### src/rtl/calc_pkg.sv
// Shared definitions for the BCD calculator core.
//   OP_ADD..OP_DIV : ASCII operator codes accepted on 'sym'
//   err_code_e     : error code reported alongside 'err'
//   state_e        : calculator FSM states
//   calc_bw()      : binary width needed to hold any DIGITS-digit decimal value
package calc_pkg;

    localparam logic [7:0] OP_ADD = 8'h61;
    localparam logic [7:0] OP_SUB = 8'h62;
    localparam logic [7:0] OP_MUL = 8'h63;
    localparam logic [7:0] OP_DIV = 8'h64;

    typedef enum logic [1:0] {
        ERR_NONE = 2'd0,
        ERR_BCD  = 2'd1,
        ERR_OP   = 2'd2,
        ERR_DIV0 = 2'd3
    } err_code_e;

    typedef enum logic [2:0] {
        S_IDLE,
        S_CONV,
        S_EXEC,
        S_DAB,
        S_DONE
    } state_e;

    // clog2(10^digits): smallest w with 2^w >= 10^digits
    function automatic int calc_bw(input int digits);
        longint p;
        int     w;
        p = 1;
        w = 0;
        for (int i = 0; i < digits; i++) p = p * 10;
        for (int i = 0; i < 40; i++) begin
            if ((longint'(1) << i) < p) w = i + 1;
        end
        return w;
    endfunction

endpackage

### src/rtl/bin2bcd_seq.sv
// Iterative double-dabble binary-to-BCD converter, one bit per cycle.
//   clk, rst_n : clock, synchronous active-low reset
//   load       : capture 'bin' and start conversion (IN_W cycles)
//   bin        : binary input
//   done       : one-cycle pulse when 'bcd' holds the finished conversion
//   bcd        : packed BCD output, OUT_D digits, MSD in top nibble
// OUT_D may be set below the digit count IN_W could represent when the caller
// guarantees a smaller maximum value; every intermediate prefix is then also
// in range, so the truncated register stays exact.
module bin2bcd_seq #(
    parameter int IN_W  = 8,
    parameter int OUT_D = (IN_W + 2) / 3
) (
    input  logic               clk,
    input  logic               rst_n,
    input  logic               load,
    input  logic [IN_W-1:0]    bin,
    output logic               done,
    output logic [4*OUT_D-1:0] bcd
);
    localparam int SW = 4 * OUT_D + IN_W;
    localparam int CW = $clog2(IN_W + 1);

    // {bcd digits, remaining binary bits}; binary shifts into the digits
    logic [SW-1:0] sr_q;
    logic [SW-1:0] adj_d;
    logic [CW-1:0] cnt_q;
    logic          done_q;

    always_comb begin
        adj_d = sr_q;
        for (int i = 0; i < OUT_D; i++) begin
            if (sr_q[IN_W+4*i +: 4] >= 4'd5)
                adj_d[IN_W+4*i +: 4] = sr_q[IN_W+4*i +: 4] + 4'd3;
        end
    end

    always_ff @(posedge clk) begin
        if (!rst_n) begin
            sr_q   <= '0;
            cnt_q  <= '0;
            done_q <= 1'b0;
        end else begin
            done_q <= 1'b0;
            if (load) begin
                sr_q  <= SW'(bin);
                cnt_q <= CW'(IN_W);
            end else if (cnt_q != '0) begin
                sr_q  <= adj_d << 1;
                cnt_q <= cnt_q - 1'b1;
                if (cnt_q == CW'(1)) done_q <= 1'b1;
            end
        end
    end

    assign done = done_q;
    assign bcd  = sr_q[SW-1 -: 4*OUT_D];

endmodule

### src/rtl/bcd_calc_core.sv
// Multi-cycle BCD calculator: BCD operands -> binary, add/sub/mul/div,
// result back to packed BCD via bin2bcd_seq.
//   clk, rst_n   : clock, synchronous active-low reset
//   start        : request, sampled only while idle
//   num1, num2   : packed-BCD operands, MSD in top nibble
//   sym          : ASCII operator (a/b/c/d = add/sub/mul/div)
//   busy         : high from acceptance through the done cycle
//   done         : one-cycle pulse, outputs below updated in that cycle
//   result       : packed-BCD magnitude, 2*DIGITS digits
//   neg          : result negative (subtract only)
//   err, err_code: aborted operation and its cause
// Outputs hold between done pulses.
module bcd_calc_core
    import calc_pkg::*;
#(
    parameter  int DIGITS  = 3,
    localparam int BW      = calc_bw(DIGITS),
    localparam int RDIGITS = 2 * DIGITS
) (
    input  logic                 clk,
    input  logic                 rst_n,
    input  logic                 start,
    input  logic [4*DIGITS-1:0]  num1,
    input  logic [4*DIGITS-1:0]  num2,
    input  logic [7:0]           sym,
    output logic                 busy,
    output logic                 done,
    output logic [4*RDIGITS-1:0] result,
    output logic                 neg,
    output logic                 err,
    output logic [1:0]           err_code
);
    localparam int CW = $clog2(BW + 1);
    localparam int MW = 2 * BW;

    state_e               state_q;
    logic [4*DIGITS-1:0]  n1_q, n2_q;
    logic [7:0]           sym_q;
    logic [BW-1:0]        acc1_q, acc2_q;
    logic [BW-1:0]        dvd_q, rem_q;
    logic [CW-1:0]        cnt_q;
    logic                 bad_q, negp_q;
    logic                 busy_q, done_q, neg_q, err_q;
    logic [4*RDIGITS-1:0] result_q;
    err_code_e            errc_q;

    // Decimal-to-binary step: operand registers shift MSD-first
    logic [3:0]    dig1, dig2;
    logic [BW-1:0] acc1_d, acc2_d;
    logic          bad_d;

    assign dig1   = n1_q[4*DIGITS-1 -: 4];
    assign dig2   = n2_q[4*DIGITS-1 -: 4];
    assign acc1_d = acc1_q * BW'(10) + BW'(dig1);
    assign acc2_d = acc2_q * BW'(10) + BW'(dig2);
    assign bad_d  = bad_q | (dig1 > 4'd9) | (dig2 > 4'd9);

    // Error priority: bad digit, bad operator, divide by zero
    logic      op_ok, is_div;
    err_code_e errc_d;

    assign op_ok  = (sym_q >= OP_ADD) && (sym_q <= OP_DIV);
    assign is_div = (sym_q == OP_DIV);

    always_comb begin
        errc_d = ERR_NONE;
        if (bad_q)                           errc_d = ERR_BCD;
        else if (!op_ok)                     errc_d = ERR_OP;
        else if (is_div && (acc2_q == '0))   errc_d = ERR_DIV0;
    end

    // Restoring divider step: dvd_q shifts dividend bits out the top and
    // quotient bits in at the bottom, so it ends holding the quotient.
    logic [BW:0]   rem_sh;
    logic          qbit;
    logic [BW-1:0] rem_d, quo_d;

    assign rem_sh = {rem_q, dvd_q[BW-1]};
    assign qbit   = (rem_sh >= {1'b0, acc2_q});
    assign rem_d  = qbit ? BW'(rem_sh - {1'b0, acc2_q}) : rem_sh[BW-1:0];
    assign quo_d  = {dvd_q[BW-2:0], qbit};

    // Result magnitude handed to the BCD converter
    logic [MW-1:0] a_ext, b_ext, mag_d;
    logic          negp_d;

    assign a_ext = MW'(acc1_q);
    assign b_ext = MW'(acc2_q);

    always_comb begin
        mag_d  = '0;
        negp_d = 1'b0;
        case (sym_q)
            OP_ADD: mag_d = a_ext + b_ext;
            OP_SUB: begin
                if (b_ext > a_ext) begin
                    mag_d  = b_ext - a_ext;
                    negp_d = 1'b1;
                end else begin
                    mag_d  = a_ext - b_ext;
                end
            end
            OP_MUL:  mag_d = a_ext * b_ext;
            default: mag_d = MW'(quo_d);
        endcase
    end

    // Load on the single EXEC cycle of add/sub/mul, or the last divide step
    logic                 b2b_load, b2b_done;
    logic [4*RDIGITS-1:0] b2b_bcd;

    assign b2b_load = (state_q == S_EXEC) && (errc_d == ERR_NONE) &&
                      (!is_div || (cnt_q == CW'(BW - 1)));

    bin2bcd_seq #(
        .IN_W  (MW),
        .OUT_D (RDIGITS)
    ) u_b2b (
        .clk   (clk),
        .rst_n (rst_n),
        .load  (b2b_load),
        .bin   (mag_d),
        .done  (b2b_done),
        .bcd   (b2b_bcd)
    );

    always_ff @(posedge clk) begin
        if (!rst_n) begin
            state_q  <= S_IDLE;
            n1_q     <= '0;
            n2_q     <= '0;
            sym_q    <= '0;
            acc1_q   <= '0;
            acc2_q   <= '0;
            dvd_q    <= '0;
            rem_q    <= '0;
            cnt_q    <= '0;
            bad_q    <= 1'b0;
            negp_q   <= 1'b0;
            busy_q   <= 1'b0;
            done_q   <= 1'b0;
            neg_q    <= 1'b0;
            err_q    <= 1'b0;
            result_q <= '0;
            errc_q   <= ERR_NONE;
        end else begin
            case (state_q)
                S_IDLE: begin
                    if (start) begin
                        n1_q    <= num1;
                        n2_q    <= num2;
                        sym_q   <= sym;
                        acc1_q  <= '0;
                        acc2_q  <= '0;
                        bad_q   <= 1'b0;
                        cnt_q   <= '0;
                        busy_q  <= 1'b1;
                        state_q <= S_CONV;
                    end
                end
                S_CONV: begin
                    acc1_q <= acc1_d;
                    acc2_q <= acc2_d;
                    bad_q  <= bad_d;
                    n1_q   <= n1_q << 4;
                    n2_q   <= n2_q << 4;
                    cnt_q  <= cnt_q + 1'b1;
                    if (cnt_q == CW'(DIGITS - 1)) begin
                        cnt_q   <= '0;
                        dvd_q   <= acc1_d;
                        rem_q   <= '0;
                        state_q <= S_EXEC;
                    end
                end
                S_EXEC: begin
                    if (errc_d != ERR_NONE) begin
                        result_q <= '0;
                        neg_q    <= 1'b0;
                        err_q    <= 1'b1;
                        errc_q   <= errc_d;
                        done_q   <= 1'b1;
                        state_q  <= S_DONE;
                    end else begin
                        negp_q <= negp_d;
                        if (is_div) begin
                            dvd_q <= quo_d;
                            rem_q <= rem_d;
                            cnt_q <= cnt_q + 1'b1;
                        end
                        if (b2b_load) state_q <= S_DAB;
                    end
                end
                S_DAB: begin
                    if (b2b_done) begin
                        result_q <= b2b_bcd;
                        neg_q    <= negp_q;
                        err_q    <= 1'b0;
                        errc_q   <= ERR_NONE;
                        done_q   <= 1'b1;
                        state_q  <= S_DONE;
                    end
                end
                S_DONE: begin
                    done_q  <= 1'b0;
                    busy_q  <= 1'b0;
                    state_q <= S_IDLE;
                end
                default: state_q <= S_IDLE;
            endcase
        end
    end

    assign busy     = busy_q;
    assign done     = done_q;
    assign result   = result_q;
    assign neg      = neg_q;
    assign err      = err_q;
    assign err_code = errc_q;

endmodule

### config.mk
export PLATFORM = sky130hd
export DESIGN_NAME = bcd_calc_core
export DESIGN_NICKNAME = d
export VERILOG_FILES = /design/src/rtl/calc_pkg.sv /design/src/rtl/bin2bcd_seq.sv /design/src/rtl/bcd_calc_core.sv
export SDC_FILE = /design/constraint.sdc
export NUM_CORES = 1
export LEC_CHECK = 0
export ABC_AREA = 1
export CAP_MARGIN = 30
export CORE_ASPECT_RATIO = 0.7
export CORE_MARGIN = 3
export CORE_UTILIZATION = 35
export DETAILED_ROUTE_END_ITERATION = 7
export GPL_TIMING_DRIVEN = 0
export PLACE_DENSITY_LB_ADDON = 0.2
export SKIP_CTS_REPAIR_TIMING = 1
export SYNTH_ARGS = -nofsm -noshare
export SYNTH_HDL_FRONTEND = slang
export SYNTH_SLANG_ARGS = --single-unit
### constraint.sdc
create_clock -name clk -period 13.85 [get_ports clk]
set_input_delay 2.77 -clock clk [delete_from_list [all_inputs] [get_ports clk]]
set_output_delay 2.77 -clock clk [all_outputs]
set_load 0.01 [all_outputs]
* After elaboration in Yosys (flattened, before gate mapping) *
Index checks and enable logic that the tools add are counted.
Widths: inputs -> output; s select.

word-level totals
  flip-flop bits (word level) = 161
  bits of input ports = 35
  output and inout port bits = 30
  word-level logic and storage cells = 166

cells by class
  add/sub/neg operators = 14
  multipliers = 3
  $lt $le $gt $ge = 12
  equal/unequal tests = 18
  multiplexer cells = 63
  bitwise logic cells = 5
  reductions and logical operators = 29

operators with widths
  kind                  count
  $mux 10               8
  $pmux 10 s2           4
  $mux 20               3
  $pmux 20 s3           1
  $mux 24               2
  $pmux 12 s2           2
  $pmux 24 s2           1
  $mux 4                9
  $eq 8x7->1 const B    4
  $ge 4x3->1 const B    6
  $mux 12               2
  $sub 10x10->11        2
  $add 10x4->10         2
  $add 4x2->4 const B   5
  $mul 10x10->20        1
  $mul 10x3->9 const B  2
  $mux 3                6
  $pmux 3 s4            1
  $pmux 4 s3            1
  $reduce_and 4->1      3
  $reduce_bool 2->1     6
  $add 10x10->11        1
  $ge 11x10->1          1
  $gt 10x10->1          1
  other kinds (36)      70

* Depth between registers and ports, before layout *
Gate-level depths: netlist (run 1).

  word-level depth = 11
  gate-level depth with buffers = 24
  gate-level depth less buffers = 24

* Hierarchy *
From an unflattened synthesis (run 1), not the netlist that was laid out.

unflattened totals
  cell total of the unflattened synthesis = 2178
  area total of the unflattened synthesis = 14343.8 um^2

modules (own cells, without submodules)
  module         instances  cells each  area each (um^2)  seq. area each (um^2)
  bcd_calc_core  1          1783        11697.5           2222.1
  bin2bcd_seq    1          395         2646.3            1001.0

* Worst setup path after synthesis (run 1) *
OpenSTA, ideal clock, no wires.

  kind = register to register
  start point = register acc2_q[1]
  end point = register u_b2b.sr_q[19]
  setup time = 70 ps
  arrival = 4927 ps
  required time = 13780 ps
  slack = 8853 ps
  stages on the path, launching flop included = 24
  path buffers = 1
  clock period less this slack = 4997 ps
  cell sequence = dfxtp_1 > clkbuf_1 > nand2_1 > fa_1 > inv_1 > fa_1 > inv_1 > fa_1 > inv_1 > fa_1 > inv_1 > fa_1 > inv_1 > ha_1 > a21o_1 > a21boi_0 > nand3_1 > nand2_1 > nand2_1 > nand2_1 > nand3_1 > nand2_1 > nand2_1 > a21oi_1

between the ends
  longest elaborated chain between the ends = 9
  elaborated cells between the ends (all ways) = 16
  classes of those cells = add/sub: 2; mul: 1; order compare: 1; mux: 6; reduce/logical: 6

RTL lines
  what                                                                    line                  source
  start: declaration                                                      bcd_calc_core.sv:39   logic [BW-1:0] acc1_q, acc2_q;
  start signal: assignment                                                bcd_calc_core.sv:134  acc2_q <= '0;
  start signal: assignment                                                bcd_calc_core.sv:154  acc2_q <= '0;
  start signal: assignment                                                bcd_calc_core.sv:163  acc2_q <= acc2_d;
  parallel branches: the longest is 9 deep, another holds $mul 10x10->20  -
  end signal: assignment                                                  bin2bcd_seq.sv:46     sr_q <= SW'(bin);
  end signal: assignment                                                  bin2bcd_seq.sv:49     sr_q <= adj_d << 1;
  end: declaration                                                        bin2bcd_seq.sv:25     logic [SW-1:0] sr_q;

Several ways; the timed one is not identified.
A chain may end at the register's enable or synchronous reset.

* Worst setup path after layout (run 1) *
  start point = register acc1_q[1]
  end point = register u_b2b.sr_q[19]

between the ends
  longest elaborated chain between the ends = 4
  elaborated cells between the ends (all ways) = 7
  classes of those cells = add/sub: 2; mul: 1; order compare: 1; mux: 3

RTL lines
  what                                                                    line                  source
  start: declaration                                                      bcd_calc_core.sv:39
  start signal: assignment                                                bcd_calc_core.sv:133  acc1_q <= '0;
  start signal: assignment                                                bcd_calc_core.sv:153  acc1_q <= '0;
  start signal: assignment                                                bcd_calc_core.sv:162  acc1_q <= acc1_d;
  parallel branches: the longest is 2 deep, another holds $mul 10x10->20  -
  $pmux 20 s3 (*)                                                         bcd_calc_core.sv:93   case (sym_q)
  $mux 20 (*)                                                             bin2bcd_seq.sv:45     if (load) begin

Mark *: on every way between the ends.

==> metrics.md, run 1 <==
| Metric | Value |
|---|---|
| Minimum clock period | `5.982 ns` |
| Hold Startpoint | `n1_q[0]$_SDFFE_PN0P_` |
| Reg2reg path depth | `22` |
| YS warnings | `0` |
| Fin crit share | `43.19%` |
| Rel. slew slack | `43.49%` |
| Row count | `60` |
| Initial DRC Count | `between 1000 and 1500` |
| Crit Path Category | `flip-flop to flip-flop` |
| Ys flop type | `dfxtp_1` |
| Fmax achieved | `0.1672 GHz` |
| Cell Area, Synth | `13810 um^2` |
| Most common cell on crit path | `nand2_1` |
| HPWL after DPL | `roughly 33000 um` |
| Asr flop ratio synth | `0%` |
| Core box area | `38660 um^2` |
| Part of the Yosys area used for sequential elements | `23.34%` |
| Worst-skew pair later-pin latency | `0.45 ns` |
| Sequential cell area | `3223 um^2` |
| Die Width | `243.4 um` |
| Layout Skew | `between 0.015 and 0.02 ns` |
| DRT Pass-1 Iters | `5` |
| WL per Instance | `around 16 um` |
| DRC Markers | `0` |
| Global-route wire length before repair | `~67000 um` |
| Starting Density | `35.72%` |
| Worst hold path class | `flip-flop to flip-flop` |
| Reg2reg start | `acc1_q[1]$_SDFFE_PN0P_` |
| Crit path capture type | `flip-flop` |
| WP data arrival | `6.36 ns` |
| Crit path largest cell delay | `0.67 ns` |
| I/O Pins | `between 60 and 70` |
| Die Footprint | `41910 um^2` |
| Worst-path clk slew | `0.07 ns` |
| Slew Limit Fails | `0` |
| Syn Inst Count | `1971` |
| TNS Setup | `0 ns` |
| Worst-Margin Slew | `0.8477 ns` |
| H-tree depth | `4` |
| R2R setup slack | `7.87 ns` |
| Multi-input gate area | `9117 um^2` |
| Hold Path End | `n1_q[0]$_SDFFE_PN0P_` |
| Total gr overflow | `0` |
| Port Buf Inserts | `64` |
| Final WS setup | `between 7 and 8 ns` |
| WP data required | `14.23 ns` |
| Crit-path leading delay family | `adder cells` |
| Final #Nets | `2299` |
| Total number of vias | `between 10000 and 15000` |
| Syn nets | `2216` |
| Status | `complete, no violations` |
| Leakage power | `7.723 nW` |
| MaxCap Viol Count | `0` |
| Setup Slack @ Placement | `7.900 ns` |
| Critical Path Fanout Max | `10` |
| RR Endpoint | `u_b2b.sr_q[19]$_SDFFE_PN0P_` |
| Clk sinks | `161` |
| Routed vias/inst | `5.013` |
| TritonCTS clock tree | `done` |
| Min Hold Slack | `~0.46 ns` |
| Final WL | `41370 um` |
| Area growth syn-to-layout | `13.47%` |
| Yosys reg bits | `161` |
| Post-synth EDFFs | `0` |
| Fill count | `4074` |
| RSZ-0062 raised after global routing | `no` |
| Synth cell types | `50` |
| Slowest library cell on the worst path | `dfxtp_1` |
| Number of buffers created by CTS | `17` |
| Root buffer cell | `clkbuf_16` |
| Peak supply drop | `~0.09 mV` |
| CP cell instances | `clkbuf_1 > nand2_1 > fa_1 > fa_1 > inv_1 > fa_1 > fa_1 > inv_1 > fa_1 > inv_1 > ha_1 > nand2_1 > inv_1 > a21boi_0 > nand3_1 > nand2_1 > nand2_1 > nand2_1 > nand3_1 > nand2_1 > nand2_1 > a21oi_1` |
| Clock Path Buffers | `2` |
| Worst hold stages | `2` |
| GP Congestion | `0.9037` |
| Total power | `roughly 0.0021 W` |
| CP startpoint kind | `flip-flop` |
| Antenna violations before repair | `0` |
| Syn_area_per_cell | `between 7 and 8 um^2` |
| Buffers plus inverters on the worst setup path | `5` |
| Final setup fails | `0` |
| Post-DRT Antenna Nets | `0` |
| Critical Path Stages | `22` |
| Hold Vio Cnt, Final | `0` |
| Die Ht | `172.2 um` |
| Largest net degree at the start of global routing | `17` |
| Power per cell area | `136.2 nW/um^2` |
| Ant. Diodes | `0` |
| Tot GR Track Use | `about a fifth` |
| Number of global-route vias before repair | `12315` |
| Layout cell share with drive strength beyond 1 | `5.757%` |
cells by family after synthesis:
family	count (synthesis)	synth area share [%]
XOR/XNOR	38	2.410
AO/OA/AOI/OAI	389	16.11
flip-flops	161	23.34
adder cells (fa/ha/maj)	210	22.83
buffers and inverters	372	10.64
AND/OR/NAND/NOR	801	24.67
layout make-up:
cell class | instances | share of cell area [%]
Timing Repair Buffer | 64 | 4.088
Inverter | 293 | 7.066
Sequential cell | 161 | 20.57
Clock inverter | 14 | 0.7745
Tap cell | 527 | 4.208
Multi-Input combinational cell | 1438 | 58.18
Clock buffer | 18 | 2.803
Buffer | 79 | 2.308
per-stage QoR:
step / cell area [um^2] / cells / utilization [%]
after floorplan: 13810 / 1971 / -
after global placement: 15110 / 2562 / 39.08
after detailed placement: 15110 / 2562 / 39.08
after CTS: 15670 / 2594 / 40.53
after global routing: 15670 / 2594 / 40.53
final: 15670 / 2594 / 40.53
synthesized netlist by cell type, types with 7 or more instances:
library cell | instances | area, um^2
fa_1 | 70 | 1401
a21oi_2 | 8 | 70.07
nand3_1 | 93 | 465.5
inv_1 | 279 | 1047
nand2_2 | 7 | 43.79
a31oi_1 | 30 | 187.7
buf_2 | 16 | 80.08
nand3b_1 | 11 | 82.58
a22oi_1 | 25 | 187.7
xnor2_1 | 13 | 113.9
nor3_1 | 7 | 35.03
o21ai_1 | 12 | 60.06
nand4_1 | 9 | 56.30
ha_1 | 140 | 1752
dfxtp_1 | 161 | 3223
nor2_1 | 165 | 619.3
nor2_2 | 8 | 50.05
o211ai_1 | 12 | 90.09
xor2_1 | 25 | 219.0
nand2_1 | 478 | 1794
clkbuf_1 | 54 | 202.7
inv_2 | 12 | 45.04
o21ai_0 | 124 | 620.6
a21oi_1 | 144 | 720.7
a311oi_1 | 7 | 61.31
tightest hold or removal path: stages, from the launching register on:
cell and delay (ns):
dfxtp_1 0.31, nand2_1 0.06, a21oi_1 0.05
registers in the layout, indices dropped and copies added (netlist names):
| register | cells |
|---|---|
| acc1_q | 10 |
| acc2_q | 10 |
| bad_q | 1 |
| busy | 1 |
| cnt_q | 4 |
| done | 1 |
| dvd_q | 10 |
| err | 1 |
| err_code | 2 |
| n1_q | 12 |
| n2_q | 12 |
| neg | 1 |
| negp_q | 1 |
| rem_q | 10 |
| result | 24 |
| state_q | 3 |
| sym_q | 8 |
| u_b2b.cnt_q | 5 |
| u_b2b.done | 1 |
| u_b2b.sr_q | 44 |
placed cells by master (no fill, tap or decap), drive strengths merged:
cell | synthesis | layout
buf | 25 | 25
o21ai | 137 | 137
a311oi | 7 | 7
nand2 | 489 | 489
or2 | 6 | 6
a21boi | 1 | 1
fa | 70 | 70
nor4 | 3 | 3
inv | 293 | 301
dfxtp | 161 | 161
clkinv | 0 | 5
nand3 | 95 | 95
a31oi | 31 | 31
a21oi | 152 | 152
o2111ai | 1 | 1
nor3 | 8 | 8
a21o | 3 | 3
xnor2 | 13 | 13
clkdlybuf4s50 | 0 | 64
o22ai | 6 | 6
ha | 140 | 140
clkinvlp | 0 | 1
a22oi | 25 | 25
o211ai | 12 | 12
clkbuf | 54 | 72
o21bai | 4 | 4
o31ai | 3 | 3
nand3b | 11 | 11
nor2 | 179 | 179
nand4 | 10 | 10
o21a | 3 | 3
xor2 | 25 | 25
a211oi | 4 | 4
power by group:
| part | switching [W] | internal [W] | leakage (nW) |
|---|---|---|---|
| sequential | 0.0000942 | 0.000566 | 1.31 |
| combinational | 0.000673 | 0.000337 | 6.13 |
| clock | 0.000223 | 0.000241 | 0.278 |
worst max path at each step:
stage / start / endpoint
CTS: acc1_q[1]$_SDFFE_PN0P_ / u_b2b.sr_q[19]$_SDFFE_PN0P_
global placement: acc1_q[1]$_SDFFE_PN0P_ / u_b2b.sr_q[19]$_SDFFE_PN0P_
finish: acc1_q[1]$_SDFFE_PN0P_ / u_b2b.sr_q[19]$_SDFFE_PN0P_
global route: acc1_q[1]$_SDFFE_PN0P_ / u_b2b.sr_q[19]$_SDFFE_PN0P_
floorplan: acc2_q[1]$_SDFFE_PN0P_ / u_b2b.sr_q[19]$_SDFFE_PN0P_
detailed placement: acc1_q[1]$_SDFFE_PN0P_ / u_b2b.sr_q[19]$_SDFFE_PN0P_
per-layer routing:
metal,GRT usage [%],share of wire [%],up-vias
li1,-,-,6516
met1,31.21,54,6167
met2,28.93,40,291
met3,3.581,5.8,30
met4,3.582,0.92,0
met5,0,0,-
Power figures use the tool's default switching activity.
==> inputs of run 2 (changes only) <==
==> constraint.sdc (replaced) <==
create_clock -name clk -period 4.85 [get_ports clk]
set_input_delay 0.97 -clock clk [delete_from_list [all_inputs] [get_ports clk]]
set_output_delay 0.97 -clock clk [all_outputs]
set_load 0.01 [all_outputs]
==> run 2 against run 1 <==
Net effect:
- hold slack gained 0.0014 ns
- setup slack lost 7.8 ns
- wire length grew 2.2%
- final cell count grew 1.1%
- cell area grew 5.2%
- critical path depth grew 2
- register-to-register slack lost 7.8 ns
- sequential share of layout area shrank 0.70 points
- global-route usage is essentially flat
- non-clock buffer count grew 28
- sequential cell count is the same
- clock power grew to 3.1 times the previous value
- critical endpoint is now u_b2b.sr_q[15]$_SDFFE_PN0P_
- highest routed layer unchanged
==> metrics.md, run 2 (synthesis results as in run 1) <==
| Metric | Value |
|---|---|
| Hold Vio Cnt, Final | `0 (unchanged)` |
| Starting Density | `35.72% (unchanged)` |
| Crit path capture type | `flip-flop` |
| GP Congestion | `0.9280 (+2.7%)` |
| Most frequent cells in the layout | `nand2_1, inv_1, nor2_1` |
| Rel. slew slack | `41.19% (-2.3 points)` |
| WP data required | `5.23 ns (-9.00 ns)` |
| Worst hold path class | `flip-flop to flip-flop` |
| Die Width | `243.4 um (unchanged)` |
| Largest register FFs | `44 (unchanged)` |
| RSZ-0062 raised after global routing | `yes` |
| Total gr overflow | `0 (unchanged)` |
| Tot GR Track Use | `20.13% (+0.034 points)` |
| Peak supply drop | `0.2778 mV (+210%)` |
| Core box area | `38660 um^2 (unchanged)` |
| Status | `complete, no violations` |
| Critical Path Fanout Max | `7 (-3)` |
| Clock Path Buffers | `2 (unchanged)` |
| Final WL | `42290 um (+2.2%)` |
| Worst-path clk slew | `0.07 ns (about the same)` |
| Leakage power | `8.041 nW (+4.1%)` |
| Finished Layout Cells | `2622 (+1.1%)` |
| Fill count | `4062 (-0.29%)` |
| Final setup fails | `0 (unchanged)` |
| TritonCTS clock tree | `done` |
| Layout cell share with drive strength beyond 1 | `11.69% (+5.9 points)` |
| Number of global-route vias before repair | `12358 (+0.35%)` |
| Fin crit share | `98.93% (+56 points)` |
| MaxCap Viol Count | `0 (unchanged)` |
| Area growth syn-to-layout | `19.37%` |
| Final core utilization | `42.64% (+2.1 points)` |
| Min Hold Slack | `0.4632 ns (+0.001414 ns)` |
| Minimum clock period | `4.798 ns (-1.184 ns)` |
| Worst hold stages | `2 (unchanged)` |
| Largest net degree at the start of global routing | `17 (unchanged)` |
| WP data arrival | `5.18 ns (-1.18 ns)` |
| TNS Setup | `0 ns (unchanged)` |
| I/O Pins | `65 (unchanged)` |
| HPWL after DPL | `33060 um (+0.70%)` |
| DRT Pass-1 Iters | `6 (+1)` |
| Reg2reg path depth | `24 (+9.1%)` |
| Final #Nets | `2327 (+1.2%)` |
| Worst-skew pair later-pin latency | `0.45 ns (about the same)` |
| H-tree depth | `4 (unchanged)` |
| Global-route wire length before repair | `66960 um (-0.37%)` |
| Layout Skew | `0.01034 ns (-0.004845 ns)` |
| Ant. Diodes | `0 (unchanged)` |
| Clk sinks | `161 (unchanged)` |
| Biggest register | `u_b2b.sr_q` |
| Antenna violations before repair | `0 (unchanged)` |
| Port Buf Inserts | `64 (unchanged)` |
| Routed vias/inst | `4.998 (-0.29%)` |
| Slew Limit Fails | `0 (unchanged)` |
| Die Footprint | `41910 um^2 (unchanged)` |
| WL per Instance | `16.13 um (+1.2%)` |
| Multi-input gate area | `9383 um^2 (+2.9%)` |
| Power per cell area | `381.6 nW/um^2 (+180%)` |
| Fmax achieved | `0.2084 GHz (+25%)` |
| Number of buffers created by CTS | `17 (unchanged)` |
| DRC Markers | `0 (unchanged)` |
| Worst-Margin Slew | `0.8821 ns (+0.03439 ns)` |
| Post-DRT Antenna Nets | `0 (unchanged)` |
| Placed Instances | `2562 (unchanged)` |
| CP startpoint kind | `flip-flop` |
| Most common cell after layout, fill and taps aside | `nand2_1` |
| Crit Path Category | `flip-flop to flip-flop` |
| Die Ht | `172.2 um (unchanged)` |
| Total number of vias | `13106 (+0.78%)` |
| Setup Slack @ Placement | `-0.9521 ns (-8.852 ns)` |
| Initial DRC Count | `981 (-13%)` |
| Row count | `60 (unchanged)` |
| Root buffer cell | `clkbuf_16` |
| Final WS setup | `0.05207 ns (-7.816 ns)` |
| Sequential cell area | `3276 um^2 (+1.6%)` |
## run 2: cell types whose count changed in the layout (fill, tap and decap cells not counted), moves of 8 or more
| cell | before | now |
|---|---|---|
| ha_1 | 140 | 131 |
| nand2_2 | 7 | 21 |
| dfxtp_1 | 161 | 143 |
| inv_2 | 12 | 20 |
| buf_6 | 3 | 14 |
| buf_4 | 6 | 30 |
| inv_1 | 279 | 271 |
| clkbuf_1 | 54 | 35 |
| nand2_1 | 478 | 462 |
| a21oi_1 | 144 | 134 |
| a21oi_2 | 8 | 17 |
| dfxtp_4 | 0 | 12 |
## run 2: path summary, 6_finish.rpt
| kind | from | end | slack (ns) |
|---|---|---|---|
| hold reg to reg | n1_q[0]$_SDFFE_PN0P_ | n1_q[0]$_SDFFE_PN0P_ | 0.46 |
| setup reg to reg | acc1_q[6]$_SDFFE_PN0P_ | u_b2b.sr_q[15]$_SDFFE_PN0P_ | 0.05 |
| setup / recovery | acc1_q[6]$_SDFFE_PN0P_ | u_b2b.sr_q[15]$_SDFFE_PN0P_ | 0.05 |
| hold / removal | n1_q[0]$_SDFFE_PN0P_ | n1_q[0]$_SDFFE_PN0P_ | 0.46 |
## run 2: final cells by class
cell class	instances	area share [%]
clock inverter	14	1.032
tap	527	4.000
clock buffer	18	2.664
multi-input combinational	1438	56.92
timing repair buffer	93	5.510
inverter	293	6.717
sequential	161	19.87
buffer	78	3.287
## run 2: power by group
group	internal, W	leakage [nW]	switching [W]
logic	0.00103	6.41	0.00195
registers	0.00162	1.33	0.000273
clock network	0.000792	0.299	0.000634
## run 2: stage by stage
stage / cell area, um^2 / power, W
2_1_floorplan: 13820 / 0.003944
5_1_grt: 16480 / 0.006799
3_5_place_dp: 15120 / 0.004759
3_3_place_gp: 15120 / 0.004717
4_1_cts: 15730 / 0.006196
6_report: 16480 / 0.006290
## run 2: critical path, cell delays in order, from the launching register on
cell      delay [ns]
dfxtp_4         0.39
buf_12          0.14
nand2_1         0.09
fa_1            0.54
inv_2           0.04
fa_1            0.48
inv_2           0.04
fa_1            0.51
inv_2           0.04
fa_1            0.51
inv_2           0.04
fa_1            0.52
inv_2           0.05
ha_4            0.24
a21o_4          0.24
a21boi_4        0.17
buf_6           0.11
nor2_2          0.03
nor2_2          0.11
nand2_1         0.06
nand2_1         0.05
nand3_1         0.06
nand2_1         0.07
nand2_1         0.07
a21oi_2         0.12
## run 2: layer usage
layer | part of all wire [%] | track usage, % | vias up
met5 | 0 | 0 | -
met4 | 0.88 | 3.322 | 0
met3 | 6.6 | 4.015 | 30
met2 | 41 | 29.22 | 318
met1 | 52 | 30.90 | 6176
li1 | - | - | 6582
==> inputs of run 3 (changes only) <==
--- a/config.mk
+++ b/config.mk
@@ -13,7 +13,6 @@
 export DETAILED_ROUTE_END_ITERATION = 7
 export GPL_TIMING_DRIVEN = 0
 export PLACE_DENSITY_LB_ADDON = 0.2
-export SKIP_CTS_REPAIR_TIMING = 1
 export SYNTH_ARGS = -nofsm -noshare
 export SYNTH_HDL_FRONTEND = slang
 export SYNTH_SLANG_ARGS = --single-unit
==> run 3 against run 2 <==
Net effect:
- cell area is essentially flat
- clock skew grew 0.0028 ns
- hold slack is essentially flat
- sequential share of layout area is essentially flat
- highest routed layer unchanged
==> metrics.md, run 3 (synthesis results as in run 1) <==
| Metric | Value |
|---|---|
| Reg2reg start | `acc1_q[7]$_SDFFE_PN0P_` |
| Ant. Diodes | `0 (unchanged)` |
| Hold Vio Cnt, Final | `0 (unchanged)` |
| RSZ-0062 raised after global routing | `yes` |
| Global-route wire length before repair | `67910 um (+1.4%)` |
| Largest register FFs | `44 (unchanged)` |
| Minimum clock period | `4.760 ns (-0.03822 ns)` |
| Peak supply drop | `0.2737 mV (-1.5%)` |
| HPWL after DPL | `33060 um (unchanged)` |
| Clock Path Buffers | `2 (unchanged)` |
| MaxCap Viol Count | `0 (unchanged)` |
| WP data required | `5.23 ns (about the same)` |
| Initial DRC Count | `1034 (+5.4%)` |
| Die Width | `243.4 um (unchanged)` |
| Number of buffers created by CTS | `17 (unchanged)` |
| H-tree depth | `4 (unchanged)` |
| Hold Startpoint | `n1_q[0]$_SDFFE_PN0P_` |
| DRT Pass-1 Iters | `5 (-1)` |
| Reg2reg path depth | `23 (-4.2%)` |
| Die Footprint | `41910 um^2 (unchanged)` |
| Worst hold path class | `flip-flop to flip-flop` |
| I/O Pins | `65 (unchanged)` |
| Fin crit share | `98.14% (-0.79 points)` |
| Sequential cell area | `3281 um^2 (+0.15%)` |
| Root buffer cell | `clkbuf_16` |
| Worst hold stages | `2 (unchanged)` |
| TritonCTS clock tree | `done` |
| GP Congestion | `0.9280 (unchanged)` |
| Number of global-route vias before repair | `12488 (+1.1%)` |
| Final #Nets | `2320 (-0.30%)` |
| Placed inst area | `15120 um^2 (unchanged)` |
| Total number of vias | `13155 (+0.37%)` |
| Row count | `60 (unchanged)` |
| CP startpoint kind | `flip-flop` |
| Clk sinks | `161 (unchanged)` |
| Biggest register | `u_b2b.sr_q` |
| Antenna violations before repair | `0 (unchanged)` |
| Rel. slew slack | `40.14% (-1.0 points)` |
| Worst-Margin Slew | `0.8978 ns (+0.01572 ns)` |
| Multi-input gate area | `9428 um^2 (+0.48%)` |
| Area growth syn-to-layout | `19.45% (about the same)` |
| Core box area | `38660 um^2 (unchanged)` |
| Min Hold Slack | `0.4632 ns (+0.00003400 ns)` |
| Critical Path Fanout Max | `6 (-1)` |
| Crit path capture type | `flip-flop` |
| Layout Skew | `0.01313 ns (+0.002782 ns)` |
| Worst-skew pair later-pin latency | `0.46 ns (about the same)` |
| Tot GR Track Use | `20.46% (+0.33 points)` |
| Fill count | `4037 (-0.62%)` |
| Leakage power | `8.035 nW (about the same)` |
| RR Endpoint | `u_b2b.sr_q[19]$_SDFFE_PN0P_` |
| DRC Markers | `0 (unchanged)` |
| Post-DRT Antenna Nets | `0 (unchanged)` |
| TNS Setup | `0 ns (unchanged)` |
| Design area | `16500 um^2 (about the same)` |
| Total gr overflow | `0 (unchanged)` |
| Power per cell area | `381.4 nW/um^2 (about the same)` |
| Most common cell after layout, fill and taps aside | `nand2_1` |
| Final WL | `42820 um (+1.2%)` |
| Largest net degree at the start of global routing | `17 (unchanged)` |
| Status | `complete, no violations` |
| Worst-path clk slew | `0.07 ns (about the same)` |
| Die Ht | `172.2 um (unchanged)` |
| WL per Instance | `16.37 um (+1.5%)` |
| Port Buf Inserts | `64 (unchanged)` |
| Layout cell share with drive strength beyond 1 | `11.64% (-0.057 points)` |
| Crit Path Category | `flip-flop to flip-flop` |
| Routed vias/inst | `5.031 (+0.64%)` |
| Hold Path End | `n1_q[0]$_SDFFE_PN0P_` |
| Final setup fails | `0 (unchanged)` |
| Most frequent cells in the layout | `nand2_1, inv_1, nor2_1` |
| R2R setup slack | `0.09 ns (+0.04 ns)` |
| WP data arrival | `5.14 ns (-0.04 ns)` |
| Fmax achieved | `0.2101 GHz (+0.80%)` |
| Starting Density | `35.72% (unchanged)` |
| Slew Limit Fails | `0 (unchanged)` |
[run 3: changes by cell type in the layout (fill, tap and decap cells not counted), moves of 3 or more]
cell,previous run,this run
buf_12,5,0
ha_2,2,5
nor2_2,14,11
clkbuf_16,18,23
buf_4,30,26
buf_6,14,6
buf_8,6,3
ha_1,131,128
clkbuf_8,1,8
[run 3: layout make-up]
class | instances | area share (%)
inverter | 293 | 6.713
timing repair buffer | 86 | 4.892
tap | 527 | 3.997
buffer | 78 | 3.664
sequential | 161 | 19.89
multi-input combinational | 1438 | 57.15
clock inverter | 14 | 1.032
clock buffer | 18 | 2.662
[run 3: how the worst max path moves through the flow]
stage / startpoint / to / slack (ns)
floorplan: acc2_q[2]$_SDFFE_PN0P_ / u_b2b.sr_q[19]$_SDFFE_PN0P_ / 0.002
global placement: acc1_q[0]$_SDFFE_PN0P_ / u_b2b.sr_q[19]$_SDFFE_PN0P_ / -0.86
detailed placement: acc1_q[2]$_SDFFE_PN0P_ / u_b2b.sr_q[19]$_SDFFE_PN0P_ / -0.95
CTS: acc2_q[9]$_SDFFE_PN0P_ / u_b2b.sr_q[19]$_SDFFE_PN0P_ / -0.03
global route: acc1_q[7]$_SDFFE_PN0P_ / u_b2b.sr_q[19]$_SDFFE_PN0P_ / -0.09
finish: acc1_q[7]$_SDFFE_PN0P_ / u_b2b.sr_q[19]$_SDFFE_PN0P_ / 0.09
[run 3: through the flow]
step	std cells	util [%]	setup WS, ns	total power [W]
finish	2615	42.67	0.09029	0.006291
global route	2615	42.67	-0.09273	0.006795
floorplan	1971	-	0.001951	0.003944
CTS	2605	41.84	-0.03266	0.006258
detailed placement	2562	39.10	-0.9521	0.004759
global placement	2562	39.10	-0.8560	0.004717
[run 3: timing repair]
item	in CTS	in global routing
pin swaps	8	40
endpoints found under the setup margin	14	14
hold buffers	0	0
buffers inserted	12	10
resized for setup	100	76
[run 3: layer usage]
layer | share of wire, % | global-route usage (%) | wire, um
met2 | 40 | 29.76 | 17290
met5 | 0 | 0 | 0
met4 | 0.86 | 3.400 | 369
met1 | 52 | 30.89 | 22070
met3 | 7.2 | 4.836 | 3093
[run 3: where the power goes]
part	switching, W	leakage [nW]	internal [W]	total, W
Combinational	0.00195	6.41	0.00102	0.00298
Sequential	0.000268	1.33	0.00162	0.00189
Clock	0.000638	0.299	0.000792	0.00143
[run 3: critical path: stages (launching register included)]
cell      delay [ns]
dfxtp_4         0.40
buf_8           0.15
nand2_4         0.05
fa_1            0.56
inv_2           0.04
fa_1            0.48
inv_2           0.04
fa_1            0.51
inv_2           0.04
fa_1            0.49
inv_1           0.05
fa_1            0.50
inv_2           0.05
ha_4            0.24
a21o_4          0.23
a21boi_4        0.20
nand3_4         0.10
nand2_2         0.08
nand2_1         0.05
nand2_1         0.07
nand3_2         0.08
nand2_2         0.08
nand2_2         0.07
a21oi_2         0.13
